--- config.mk ---
export PLATFORM = sky130hd
export DESIGN_NAME = vpu_ram_arbiter
export DESIGN_NICKNAME = d
export VERILOG_FILES = /design/src/rtl/vpu_ram_arbiter.sv
export SDC_FILE = /design/constraint.sdc
export NUM_CORES = 1
export LEC_CHECK = 0
export ABC_AREA = 1
export ABC_CLOCK_PERIOD_IN_PS = 2000
export CAP_MARGIN = 20
export CORE_ASPECT_RATIO = 0.6
export CORE_MARGIN = 2
export CORE_UTILIZATION = 43
export CTS_CLUSTER_DIAMETER = 100
export DETAILED_ROUTE_END_ITERATION = 10
export PLACE_DENSITY = 0.89
export SLEW_MARGIN = 40
export SYNTH_ARGS = -nofsm -noshare
export SYNTH_HDL_FRONTEND = slang
export SYNTH_SLANG_ARGS = --single-unit
--- constraint.sdc ---
create_clock -name clk -period 2 [get_ports clk]
set_input_delay 0.2 -clock clk [delete_from_list [all_inputs] [get_ports clk]]
set_output_delay 0.2 -clock clk [all_outputs]
set_load 0.01 [all_outputs]
--- src/rtl/vpu_ram_arbiter.sv ---
// rtl/vpu_ram_arbiter.sv - two-master single-port RAM arbiter with a fill engine.
// Define VPU_ARB_RR_EN for round-robin arbitration; fixed priority (m0 first) otherwise.
module vpu_ram_arbiter #(
    parameter int ADDR_W = 8,
    parameter int DATA_W = 8
) (
    input  logic              clk,
    input  logic              rst_n,
    input  logic              m0_req,
    input  logic              m0_we,
    input  logic [ADDR_W-1:0] m0_addr,
    input  logic [DATA_W-1:0] m0_wdata,
    output logic              m0_gnt,
    output logic              m0_rvalid,
    output logic [DATA_W-1:0] m0_rdata,
    input  logic              m1_req,
    input  logic              m1_we,
    input  logic [ADDR_W-1:0] m1_addr,
    input  logic [DATA_W-1:0] m1_wdata,
    output logic              m1_gnt,
    output logic              m1_rvalid,
    output logic [DATA_W-1:0] m1_rdata,
    input  logic              fill_start,
    input  logic [ADDR_W-1:0] fill_base,
    input  logic [ADDR_W:0]   fill_len,
    input  logic [DATA_W-1:0] fill_value,
    output logic              fill_busy,
    output logic              fill_done,
    output logic              ram_en,
    output logic              ram_we,
    output logic [ADDR_W-1:0] ram_addr,
    output logic [DATA_W-1:0] ram_din,
    input  logic [DATA_W-1:0] ram_dout
);

    typedef enum logic {IDLE, FILL} state_t;

    localparam logic [ADDR_W:0] LEN_ONE  = {{ADDR_W{1'b0}}, 1'b1};
    localparam logic [ADDR_W:0] LEN_ZERO = '0;

    state_t            state, state_nxt;
    logic [ADDR_W-1:0] base_r;
    logic [ADDR_W:0]   len_r;
    logic [ADDR_W:0]   count;
    logic [ADDR_W:0]   count_inc;
    logic [DATA_W-1:0] value_r;
    logic              g0, g1;
    logic              fill_last;
    logic              fill_accept;

    assign count_inc   = count + LEN_ONE;
    assign fill_last   = (state == FILL) && (count_inc == len_r);
    assign fill_accept = (state == IDLE) && fill_start;

`ifdef VPU_ARB_RR_EN
    // rr_ptr=1 means m0 was granted last, so m1 wins the next contended cycle
    logic rr_ptr;

    always_comb begin
        g0 = 1'b0;
        g1 = 1'b0;
        if (state == IDLE) begin
            if (m0_req && m1_req) begin
                g0 = ~rr_ptr;
                g1 = rr_ptr;
            end else begin
                g0 = m0_req;
                g1 = m1_req;
            end
        end
    end

    always_ff @(posedge clk or negedge rst_n) begin
        if (!rst_n)  rr_ptr <= 1'b0;
        else if (g0) rr_ptr <= 1'b1;
        else if (g1) rr_ptr <= 1'b0;
    end
`else
    always_comb begin
        g0 = (state == IDLE) && m0_req;
        g1 = (state == IDLE) && m1_req && !m0_req;
    end
`endif

    always_comb begin
        state_nxt = state;
        case (state)
            IDLE: if (fill_start && fill_len != LEN_ZERO) state_nxt = FILL;
            FILL: if (fill_last) state_nxt = IDLE;
            default: state_nxt = IDLE;
        endcase
    end

    // Outputs are gated by rst_n so nothing leaks onto the RAM port during reset
    always_comb begin
        m0_gnt   = 1'b0;
        m1_gnt   = 1'b0;
        ram_en   = 1'b0;
        ram_we   = 1'b0;
        ram_addr = '0;
        ram_din  = '0;
        if (rst_n) begin
            m0_gnt = g0;
            m1_gnt = g1;
            if (state == FILL) begin
                ram_en   = 1'b1;
                ram_we   = 1'b1;
                ram_addr = base_r + count[ADDR_W-1:0];
                ram_din  = value_r;
            end else if (g0) begin
                ram_en   = 1'b1;
                ram_we   = m0_we;
                ram_addr = m0_addr;
                ram_din  = m0_wdata;
            end else if (g1) begin
                ram_en   = 1'b1;
                ram_we   = m1_we;
                ram_addr = m1_addr;
                ram_din  = m1_wdata;
            end
        end
    end

    always_ff @(posedge clk or negedge rst_n) begin
        if (!rst_n) begin
            state     <= IDLE;
            base_r    <= '0;
            len_r     <= '0;
            value_r   <= '0;
            count     <= '0;
            m0_rvalid <= 1'b0;
            m1_rvalid <= 1'b0;
            fill_done <= 1'b0;
        end else begin
            state     <= state_nxt;
            m0_rvalid <= g0 && !m0_we;
            m1_rvalid <= g1 && !m1_we;
            fill_done <= fill_last || (fill_accept && fill_len == LEN_ZERO);
            if (fill_accept) begin
                base_r  <= fill_base;
                len_r   <= fill_len;
                value_r <= fill_value;
                count   <= '0;
            end else if (state == FILL) begin
                count <= fill_last ? LEN_ZERO : count_inc;
            end
        end
    end

    assign fill_busy = (state == FILL);
    assign m0_rdata  = ram_dout;
    assign m1_rdata  = ram_dout;

endmodule

==> results.sh, run 1 <==
export IMPL_final_common_cell="nand2_1"
export IMPL_yosys_warnings=0
export IMPL_path_class="flip-flop to primary output"
export IMPL_gp_congestion=0.911
export IMPL_core_um2=5700
export IMPL_path_clk_slew_ns=0.08
export IMPL_finalCriticalPeriod_ns=2.36
export IMPL_io_pins=112
export IMPL_grt_usage_pct=24.9
export IMPL_clockBufferDepth=2
export IMPL_area_growth_pct=54.8
export IMPL_fin_cells=514
export IMPL_syn_area_um2=2590
export IMPL_wire_per_inst_um=17.3
export IMPL_ys_seq_area_share_pct=36.7
export IMPL_leakagePower_nw=1.91
export IMPL_tightestPinTransition_ns=0.521
export IMPL_utilization_pct=70.3
export IMPL_drc_errors=0
export IMPL_antennaDiodeCount=0
export IMPL_grt_overflow=0
export IMPL_cp_required_ns=1.80
export IMPL_wirelength_um=8880
export IMPL_slew_headroom_pct=65.1
export IMPL_cts_root_buf="clkbuf_8"
export IMPL_placed_cells_incl_taps=490
export IMPL_hpwl_um=6020
export IMPL_setup_violations=8
export IMPL_finish_net_count=514
export IMPL_finalClockSkew_ns=0.00688
export IMPL_critPathLaunchType="flip-flop"
export IMPL_syn_avg_cell_area_um2=8.17
export IMPL_grt_first_pass_wirelength_um=13000
export IMPL_num_rows=21
export IMPL_finalPower_mw=5.87
export IMPL_max_freq_mhz=424
export IMPL_antenna_found_initial=0
export IMPL_synthArstFlopShare_pct=100
export IMPL_finalSetupTns_ns=-1.58
export IMPL_final_period_utilization_pct=118
export IMPL_ys_seq_elements=38
export IMPL_syn_nets=398
export IMPL_preCtsSetupSlack_ns=-0.443
export IMPL_synth_flop_cell="dfrtp_1"
export IMPL_vias=2801
export IMPL_htreeDepth=2
export IMPL_ant_nets=0
export IMPL_postPlaceCellArea_um2=3640
export IMPL_drt_pass1_iterations=4
export IMPL_drv_slew=0
export IMPL_cp_data_arrival_time_ns=2.16
export IMPL_cp_end_kind="primary output"
export IMPL_cap_violations=0
export IMPL_hold_slack_ns=0.0547
export IMPL_via_per_inst=5.45
export IMPL_grt_pass1_vias=2661
export IMPL_synth_edff_count=0
export IMPL_port_buffers=87
export IMPL_die_area_um2=6680
export IMPL_layout_common_cells="nand2_1, clkdlybuf4s50_1, buf_4"
export IMPL_postSynthCellCount=317
export IMPL_hold_violations=0
export IMPL_drive_above_1_share_pct=33.4
export IMPL_cts_made_buffers=5
export IMPL_power_density_nw_per_um2=1470
export IMPL_failed_checks="setup timing"
export IMPL_start_util_pct=45.4
export IMPL_clock_sinks=38
export IMPL_setup_slack_ns=-0.360
export IMPL_peakVddDrop_uv=693
export IMPL_drt_iter0_markers=187
export IMPL_crit_fanout=2
export IMPL_design_area_um2=4010
export IMPL_hp_class="input pin to async pin"
export IMPL_fp_dieH_um=64.1
export IMPL_rsz0062_at_grt="true"
export IMPL_cts_tree="yes"
export IMPL_clk_latency_ns=0.30
export IMPL_status="finished with violations"
export IMPL_die_w_um=104
export IMPL_grt_max_degree=39
export IMPL_synth_cell_types=40
-- what timing repair did --
action / in CTS / in global routing
setup endpoints to repair: 20 / 29
setup buffers: 6 / 11
resized for setup: 61 / 37
hold buffers: 0 / 0
pin swaps: 16 / 15
-- kinds of logic after synthesis --
family          Yosys count  share of synthesized area, %
mux                      21                          9.09
buf+inv                  50                          10.2
simple gates            144                          25.0
xor+xnor                  5                          1.69
flops                    38                          36.7
fa+ha+maj                 9                          4.64
compound gates           50                          12.6
-- worst paths after layout --
check | startpoint | endpoint | slack (ns) | cells past startpoint
max | base_r[0] | ram_addr[6] | -0.36 | 12
min | rst_n | value_r[4] | 0.05 | 2
max reg2reg | count[1] | fill_busy | 0.03 | 12
min reg2reg | value_r[0] | value_r[0] | 0.51 | 1
max in group asynchronous | rst_n | fill_busy | 1.58 | 2
min in group clk | ram_dout[0] | m0_rdata[0] | 0.40 | 0
-- registers in the layout (all words and copies together) (netlist names) --
| register | cells |
|---|---|
| count | 9 |
| len_r | 9 |
| base_r | 8 |
| value_r | 8 |
| fill_busy | 1 |
| fill_done | 1 |
| m0_rvalid | 1 |
| m1_rvalid | 1 |
-- power breakdown --
part | leakage [nW] | internal, mW | total [mW] | switching (mW)
clock | 0.0482 | 0.278 | 0.564 | 0.286
sequential | 0.463 | 1.10 | 1.36 | 0.253
combinational | 1.40 | 1.96 | 3.95 | 1.99
total | 1.91 | 3.34 | 5.87 | 2.53
-- metal layers --
layer | up-vias | wire, um | part of all wire [%] | track usage (%)
li1 | 1278 | - | - | -
met1 | 1327 | 3570 | 40 | 30.5
met2 | 163 | 4140 | 47 | 40.8
met3 | 33 | 814 | 9.2 | 8.57
met4 | 0 | 346 | 3.9 | 9.46
met5 | - | 0 | 0 | 0
-- layout make-up --
| type | count | area, um^2 |
|---|---|---|
| Clock inverter | 1 | 5.00 |
| Sequential cell | 38 | 952 |
| Tap cell | 80 | 100 |
| Multi-Input combinational cell | 229 | 1540 |
| Timing Repair Buffer | 134 | 1230 |
| Fill cell | 428 | 1690 |
| Clock buffer | 7 | 86.3 |
| Inverter | 25 | 96.3 |
-- worst max-delay path, cell delays in order (launching register included) --
cell and delay [ns]:
dfrtp_1 0.39, ha_2 0.21, fa_2 0.37, nand3_2 0.10, nand3_2 0.07, nand2_2 0.09, nand2_2 0.06, a21oi_2 0.16
nand2_1 0.07, nand2_1 0.06, o21ai_1 0.06, inv_1 0.10, buf_6 0.11
-- cells in the mapped netlist (all sizes together), types with 8 or more instances --
master	number	area (um^2)
ha	8	100
a31oi	11	68.8
mux2	20	225
nand2	85	337
nor2	26	123
dfrtp	38	951
buf	21	145
inv	23	86.3
nand3	22	120
o21ai	11	81.3
a21oi	19	98.9
Power figures use the tool's default switching activity.
==> run 2, diff against run 1 <==
- HOLD_SLACK_MARGIN: not set -> 0.1
==> run 2 against run 1 <==
The run still ends with setup timing left; count of clock-buffer cells in the layout unchanged; largest power group unchanged; via count increased by 0.32%; critical path depth fell by 1; register-to-register slack gained 0.02 ns; highest routed layer unchanged; cell count stayed put.
==> results.sh, run 2 (same netlist as run 1, synthesis figures left out) <==
export IMPL_status="finished with violations"
export IMPL_failed_checks="setup timing"
export IMPL_die_area_um2=6680
export IMPL_clk_latency_ns=0.31
export IMPL_die_w_um=104
export IMPL_final_common_cell="nand2_1"
export IMPL_layout_common_cells="nand2_1, clkdlybuf4s50_1, buf_4"
export IMPL_cts_made_buffers=5
export IMPL_rsz0062_at_grt="true"
export IMPL_critPathLaunchType="flip-flop"
export IMPL_drive_above_1_share_pct=33.2
export IMPL_antennaDiodeCount=0
export IMPL_finish_net_count=514
export IMPL_num_rows=21
export IMPL_htreeDepth=2
export IMPL_grt_pass1_vias=2653
export IMPL_ant_nets=0
export IMPL_drt_iter0_markers=174
export IMPL_cp_required_ns=1.80
export IMPL_wire_per_inst_um=17.7
export IMPL_ff2ff_setup_slack_ns=0.05
export IMPL_cp_data_arrival_time_ns=2.19
export IMPL_preCtsSetupSlack_ns=-0.443
export IMPL_finalClockSkew_ns=0.00620
export IMPL_area_growth_pct=54.7
export IMPL_hold_violations=0
export IMPL_clock_sinks=38
export IMPL_cts_tree="yes"
export IMPL_grt_usage_pct=25.0
export IMPL_setup_violations=9
export IMPL_crit_end="ram_addr[6]"
export IMPL_port_buffers=87
export IMPL_vias=2810
export IMPL_crit_fanout=2
export IMPL_via_per_inst=5.47
export IMPL_rr_endpoint="fill_busy"
export IMPL_gp_congestion=0.911
export IMPL_slowest_stage="dfrtp_1"
export IMPL_r2r_worst_path_cells=12
export IMPL_power_density_nw_per_um2=1460
export IMPL_cp_end_kind="primary output"
export IMPL_core_um2=5700
export IMPL_cap_violations=0
export IMPL_tightestPinTransition_ns=0.524
export IMPL_io_pins=112
export IMPL_path_class="flip-flop to primary output"
export IMPL_cts_root_buf="clkbuf_8"
export IMPL_hp_class="input pin to primary output"
export IMPL_max_freq_mhz=419
export IMPL_finalSetupTns_ns=-1.87
export IMPL_hpwl_um=6020
export IMPL_hold_slack_ns=0.400
export IMPL_max_stage_delay_ns=0.40
export IMPL_wirelength_um=9100
export IMPL_path_clk_slew_ns=0.08
export IMPL_finalCriticalPeriod_ns=2.39
export IMPL_fillCellCount=416
export IMPL_grt_overflow=0
export IMPL_final_period_utilization_pct=119
export IMPL_setup_slack_ns=-0.385
export IMPL_reg2reg_from="count[3]"
export IMPL_peakVddDrop_uv=644
export IMPL_fp_dieH_um=64.1
export IMPL_finalPower_mw=5.86
export IMPL_antenna_found_initial=0
export IMPL_path_cells="ha_2, fa_2, nand3_2, nand3_2, nand2_2, nand2_2, a21oi_2, nor2_1, o21ai_1, inv_1, buf_6"
export IMPL_leakagePower_nw=1.89
export IMPL_clockBufferDepth=2
export IMPL_crit_start="base_r[0]"
export IMPL_grt_max_degree=39
export IMPL_drv_slew=0
export IMPL_slew_headroom_pct=65.0
export IMPL_grt_first_pass_wirelength_um=13100
export IMPL_start_util_pct=45.4
export IMPL_drc_errors=0
export IMPL_largestRegisters="count (9), len_r (9)"
export IMPL_drt_pass1_iterations=4
-- run 2: report_power, final --
group          internal, mW  switching, mW  total [mW]
logic                  1.96           1.97        3.93
registers              1.11          0.260        1.37
clock network         0.278          0.289       0.567
-- run 2: how the worst min path moves through the flow --
stage	startpoint	to	slack, ns	cells past startpoint
after floorplan	rst_n	base_r[0]	-0.1	0
after global placement	rst_n	value_r[3]	0.39	2
after detailed placement	rst_n	value_r[5]	0.39	2
after CTS	ram_dout[0]	m0_rdata[0]	0.40	0
after global routing	ram_dout[3]	m1_rdata[3]	0.40	0
final	ram_dout[0]	m0_rdata[0]	0.40	0
-- run 2: worst max-delay path: cells and delay by family, from the launching register on --
| kind | cells | cell delay, ns |
|---|---|---|
| AO/OA/AOI/OAI | 2 | 0.29 |
| adder cells (fa/ha/maj) | 2 | 0.62 |
| buffers and inverters | 2 | 0.20 |
| flip-flops | 1 | 0.40 |
| AND/OR/NAND/NOR | 5 | 0.38 |
-- run 2: through the flow --
step / instance area (um^2) / instances / util, %
2_1_floorplan: 2590 / 317 / -
3_3_place_gp: 3640 / 490 / 63.9
3_5_place_dp: 3640 / 490 / 63.9
4_1_cts: 3900 / 505 / 68.4
5_1_grt: 4010 / 514 / 70.2
6_report: 4010 / 514 / 70.2
-- run 2: routing by layer --
layer | part of all wire, % | GRT usage (%) | vias to the layer above
li1 | - | - | 1284
met1 | 40 | 30.9 | 1336
met2 | 47 | 41.6 | 155
met3 | 8.8 | 8.47 | 35
met4 | 3.8 | 8.28 | 0
met5 | 0 | 0 | -
-- run 2: final cells by class --
type | count | area [um^2] | share of cell area [%]
tap | 80 | 100 | 2.50
clock buffer | 7 | 86.3 | 2.16
inverter | 25 | 96.3 | 2.41
clock inverter | 1 | 5.00 | 0.125
timing repair buffer | 134 | 1230 | 30.7
sequential | 38 | 952 | 23.8
multi-input combinational | 229 | 1530 | 38.3
-- run 2: what timing repair did --
item                       CTS  global route
hold endpoints to repair    38             0
setup endpoints to repair   20            29
pin swaps                   16            17
hold buffers                 1             0
gates resized for setup     61            32
buffers inserted             6            10
